===== src/rtl/cpu_trace_buffer.sv =====
// Instruction-trace FIFO: records committed instructions {[ts], pc, ir, branch, jump, zero}.
// Define CPU_TRACE_TS_EN to prepend a free-running TS_W-bit cycle timestamp to each entry.
module cpu_trace_buffer #(
    parameter int PC_W  = 32,
    parameter int IR_W  = 32,
    parameter int DEPTH = 16,
    parameter int MODE  = 0,
    parameter int TS_W  = 16,
`ifdef CPU_TRACE_TS_EN
    localparam bit TS_ON = 1'b1,
`else
    localparam bit TS_ON = 1'b0,
`endif
    localparam int TS_BITS = TS_ON ? TS_W : 0,
    localparam int ENTRY_W = PC_W + IR_W + 3 + TS_BITS,
    localparam int LVL_W   = $clog2(DEPTH) + 1
) (
    input  logic               clk,
    input  logic               reset,
    input  logic               commit,
    input  logic [PC_W-1:0]    pc_in,
    input  logic [IR_W-1:0]    ir_in,
    input  logic               branch,
    input  logic               jump,
    input  logic               zero,
    input  logic               enable,
    input  logic               clear,
    output logic               rd_valid,
    input  logic               rd_ready,
    output logic [ENTRY_W-1:0] rd_data,
    output logic [LVL_W-1:0]   level,
    output logic               overflow,
    output logic [7:0]         drop_cnt
);

    localparam int PTR_W = $clog2(DEPTH);
    localparam logic [LVL_W-1:0] FULL_LVL = LVL_W'(DEPTH);

    logic [ENTRY_W-1:0] mem_q [DEPTH];
    logic [PTR_W-1:0]   wr_ptr_q, wr_ptr_d;
    logic [PTR_W-1:0]   rd_ptr_q, rd_ptr_d;
    logic [LVL_W-1:0]   level_q, level_d;
    logic               overflow_q, overflow_d;
    logic [7:0]         drop_cnt_q, drop_cnt_d;
    logic [ENTRY_W-1:0] entry_in;

    logic flush;
    logic eligible;
    logic full;
    logic pop;
    logic push;
    logic drop;

    assign flush    = reset | clear;
    assign eligible = commit && enable && ((MODE == 0) || branch || jump);
    assign full     = (level_q == FULL_LVL);
    assign rd_valid = (level_q != '0);
    assign pop      = rd_valid && rd_ready;
    // A pop in the same cycle frees the slot, so a full FIFO still accepts the push.
    assign push     = eligible && (!full || pop);
    assign drop     = eligible && full && !pop;

`ifdef CPU_TRACE_TS_EN
    logic [TS_W-1:0] ts_q, ts_d;

    assign ts_d = ts_q + TS_W'(1);

    always_ff @(posedge clk) begin
        if (flush) begin
            ts_q <= '0;
        end else begin
            ts_q <= ts_d;
        end
    end

    assign entry_in = {ts_q, pc_in, ir_in, branch, jump, zero};
`else
    assign entry_in = {pc_in, ir_in, branch, jump, zero};
`endif

    always_comb begin
        wr_ptr_d   = wr_ptr_q;
        rd_ptr_d   = rd_ptr_q;
        level_d    = level_q;
        overflow_d = overflow_q | drop;
        drop_cnt_d = drop_cnt_q;
        if (push) begin
            wr_ptr_d = wr_ptr_q + PTR_W'(1);
        end
        if (pop) begin
            rd_ptr_d = rd_ptr_q + PTR_W'(1);
        end
        if (push && !pop) begin
            level_d = level_q + LVL_W'(1);
        end else if (pop && !push) begin
            level_d = level_q - LVL_W'(1);
        end
        if (drop && (drop_cnt_q != 8'hFF)) begin
            drop_cnt_d = drop_cnt_q + 8'd1;
        end
    end

    always_ff @(posedge clk) begin
        if (flush) begin
            wr_ptr_q   <= '0;
            rd_ptr_q   <= '0;
            level_q    <= '0;
            overflow_q <= 1'b0;
            drop_cnt_q <= 8'd0;
        end else begin
            wr_ptr_q   <= wr_ptr_d;
            rd_ptr_q   <= rd_ptr_d;
            level_q    <= level_d;
            overflow_q <= overflow_d;
            drop_cnt_q <= drop_cnt_d;
        end
    end

    // Storage is deliberately not reset; only pointers and level define validity.
    always_ff @(posedge clk) begin
        if (push && !flush) begin
            mem_q[wr_ptr_q] <= entry_in;
        end
    end

    assign rd_data  = rd_valid ? mem_q[rd_ptr_q] : '0;
    assign level    = level_q;
    assign overflow = overflow_q;
    assign drop_cnt = drop_cnt_q;

endmodule


===== config.mk =====
export PLATFORM = sky130hd
export DESIGN_NAME = cpu_trace_buffer
export DESIGN_NICKNAME = d
export VERILOG_FILES = /design/src/rtl/cpu_trace_buffer.sv
export SDC_FILE = /design/constraint.sdc
export NUM_CORES = 1
export LEC_CHECK = 0
export ABC_AREA = 1
export ABC_CLOCK_PERIOD_IN_PS = 4250
export CAP_MARGIN = 25
export CORE_MARGIN = 2
export CORE_UTILIZATION = 55
export CTS_BUF_LIST = sky130_fd_sc_hd__clkbuf_4
export CTS_CLUSTER_SIZE = 10
export DETAILED_ROUTE_END_ITERATION = 7
export PLACE_DENSITY_LB_ADDON = 0.05
export SKIP_CTS_REPAIR_TIMING = 1
export SKIP_LAST_GASP = 1
export SLEW_MARGIN = 20
export SYNTH_ARGS = -nofsm -noshare
export SYNTH_HDL_FRONTEND = slang
export SYNTH_SLANG_ARGS = --single-unit
export TNS_END_PERCENT = 100

===== constraint.sdc =====
create_clock -name clk -period 4.25 [get_ports clk]
set_input_delay 0.6375 -clock clk [delete_from_list [all_inputs] [get_ports clk]]
set_output_delay 0.6375 -clock clk [all_outputs]
set_load 0.02 [all_outputs]

==> results_dict.tcl <==
set metrics [dict create \
    status "finished, final reports clean" \
    total_power_w 0.0231 \
    synthTopCellsByArea "edfxtp_1 69%, nand2_1 13%, nand3_1 7.3%" \
    crit_cells 9 \
    via_count 31800 \
    cpPeakStageDelay_ns 0.69 \
    worstReg2RegEnd "mem_q[13][64]" \
    crit_top_cell "nand2_1" \
    start_util_pct 55.5 \
    synth_flop_cell "edfxtp_1" \
    synthCells 4382 \
    grt_max_degree 132 \
    drcViolationCount 0 \
    htreeDepth 5 \
    cp.arrival_ns 3.53 \
    grt_pass1_vias 30800 \
    layout.area.seq_mm2 0.0327 \
    fmax_ghz 0.240 \
    ios 155 \
    cts_tree "built" \
    fillers 6670 \
    portBuffers 154 \
    crit_chain "buf_6 -> buf_16 -> nand2_1 -> nand2_1 -> nand2_1 -> nand3_1 -> nand3_1 -> a21oi_1 -> clkdlybuf4s50_1" \
    wl_per_cell_um 20.1 \
    syn_area_mm2 0.0464 \
    viasPerCell 5.33 \
    area_growth_syn_to_layout_pct 15.4 \
    endpoint_kind "output port" \
    cp-endpoint "rd_data[9]" \
    grt_use_total_pct 27.5 \
    multi_input_area_mm2 0.0106 \
    drt-total-wl_um 120000 \
    maxCapViolations 0 \
    finClkSkew_ns 0.0660 \
    avgSynthCellArea_um2 10.6 \
    worstSetupStartpointType "flip-flop" \
    power.leakage_nw 22.3 \
    crit_buf_inv 3 \
    hold_viol_final 0 \
    setup_viol 0 \
    drive_gt1_share_pct 11.8 \
    cp.required_ns 3.61 \
    cts.clk_slew.worst_paths_ns 0.06 \
    ant_nets 0 \
    synth-edff-count 1072 \
    hp-class "input pin to flip-flop" \
    clock-sinks 1098 \
    grt-ovfl-total 0 \
    tightest_slew_ns 0.725 \
    yosysTopAreaCellShare_pct 69.4 \
    placed_cell_area_mm2 0.0496 \
    final_nets 4794 \
    r2r-start "level[0]" \
    fin_tns_setup_ns 0 \
    crit_path_max_fanout 53 \
    die_h_um 295 \
    relSlewSlack_pct 51.5 \
    cts_buffer_depth 4 \
    peakVddDrop_mv 0.311 \
    core_mm2 0.0836 \
    dp_hpwl_um 56500 \
    clock_latency_ns 1.11 \
    dr.first_iter.drc_count 2805 \
    seq_area_frac_synth_pct 70.5 \
    std_cell_rows 106 \
    root_buffer "clkbuf_4" \
    synth_fp_nets 4466 \
    reg2regPathDepth 7 \
    drv_slew 0 \
    synth_seq_cells 1098 \
    synth.largest_area_cell "edfxtp_1" \
    async_flop_share_pct 0 \
    rrSetupSlack_ns 1.49 \
    die-area_mm2 0.0867 \
    min_period_ns 4.16 \
    final_area_mm2 0.0536 \
    worst-setup-path-type "flip-flop to output port" \
    critPathSlowestCell "clkdlybuf4s50_1" \
    cts_made_buffers 301 \
    timing.final.crit_share_pct 98.0 \
    antenna_found_initial 4 \
    rsz0062_at_grt "true" \
    yosysUniqueCellTypes 23 \
    yosysWarnings 0 \
    grt_pass1_wl_um 179000 \
    die_x_um 295 \
    routabilityCongestion 0.763 \
    cpLargestDelayFamily "buffers and inverters" \
    p_per_area_mw_per_mm2 432 \
    first_pass_iters 5 \
]
[where the power goes]
part	internal [W]	leakage [nW]	switching (W)	total [W]
sequential	0.0119	9.85	0.0000243	0.0119
clock	0.00491	2.14	0.00409	0.00900
combinational	0.000747	10.3	0.00145	0.00220
total	0.0176	22.3	0.00557	0.0231
[stage by stage]
| stage | util (%) | hold WS [ns] | worst slack (ns) | cells |
|---|---|---|---|---|
| floorplan | - | 0.447 | -0.227 | 4382 |
| global placement | 59.4 | 0.472 | 0.830 | 5475 |
| detailed placement | 59.4 | 0.469 | 0.832 | 5475 |
| CTS | 63.6 | 0.222 | -0.419 | 5957 |
| global route | 64.1 | 0.308 | -0.120 | 5971 |
| finish | 64.1 | 0.385 | 0.0857 | 5971 |
[sequential cells by signal (all words and copies together), names as in the netlist, named ones only]
signal	cells
rd_ptr_q	4
mem_q	1072
overflow	1
drop_cnt	8
wr_ptr_q	4
level	5
[cell usage after synthesis (3+ instances only)]
| cell type | number |
|---|---|
| o21ai_0 | 10 |
| nor2_1 | 38 |
| clkbuf_1 | 63 |
| buf_2 | 115 |
| buf_1 | 27 |
| a21oi_1 | 85 |
| inv_2 | 3 |
| ha_1 | 10 |
| inv_1 | 559 |
| nand2_1 | 1655 |
| buf_6 | 3 |
| nand3_1 | 680 |
| edfxtp_1 | 1072 |
| buf_4 | 22 |
| dfxtp_1 | 26 |
| xnor2_1 | 6 |
[tightest hold or removal path, stage by stage]
cell	delay (ns)
clkdlybuf4s50_1	0.47
nand2_1	0.11
nand2_1	0.08
a21oi_1	0.07
[layout by cell type (no fill, tap or decap), drive strengths merged]
cell type	n
nand3	680
nand2	1655
clkbuf	436
or2	1
nand4	1
clkinv	46
o21ai	10
dfxtp	26
xor2	2
nor2	38
clkdlybuf4s50	134
nor3	1
buf	97
diode	2
fa	1
xnor2	6
a21oi	85
nand3b	1
ha	10
dlymetal6s2s	20
bufinv	6
inv	561
edfxtp	1072
[layout make-up]
type                    instances  area share, %
flip-flops and latches       1098           61.1
repair inverters                1         0.0210
clock inverters                50          0.603
clock buffers                 432           6.05
repair buffers                255           5.76
inverters                     562           4.10
diodes                          2        0.00934
multi-input cells            2491           19.8
well taps                    1080           2.52
[logic make-up (layout without fill, tap and decap cells)]
| kind of cell | Yosys count | in the layout | synth area share (%) |
|---|---|---|---|
| XOR/XNOR | 8 | 8 | 0.151 |
| adder cells (fa/ha/maj) | 11 | 11 | 0.313 |
| flip-flops | 1098 | 1098 | 70.5 |
| other | 0 | 2 | 0 |
| AND/OR/NAND/NOR | 2377 | 2377 | 21.1 |
| AO/OA/AOI/OAI | 95 | 95 | 1.02 |
| buffers and inverters | 793 | 1300 | 6.96 |
[worst min-delay path by stage]
stage,endpoint,from,cells after the start
floorplan,flip-flop,rd_ptr_q[2],2
global placement,flip-flop,rd_ptr_q[2],2
detailed placement,flip-flop,rd_ptr_q[2],2
CTS,rd_ptr_q[3],rd_ready,4
global route,flip-flop,rd_ready,4
finish,rd_ptr_q[3],rd_ready,4
[metal layers]
metal / share of wire (%) / track usage [%] / vias to the layer above
li1: - / - / 15200
met1: 42 / 36.6 / 15100
met2: 49 / 45.0 / 1289
met3: 7.6 / 5.54 / 186
met4: 1.9 / 10.2 / 4
met5: 0.022 / 0 / -
(Power assumes the default switching activity.)
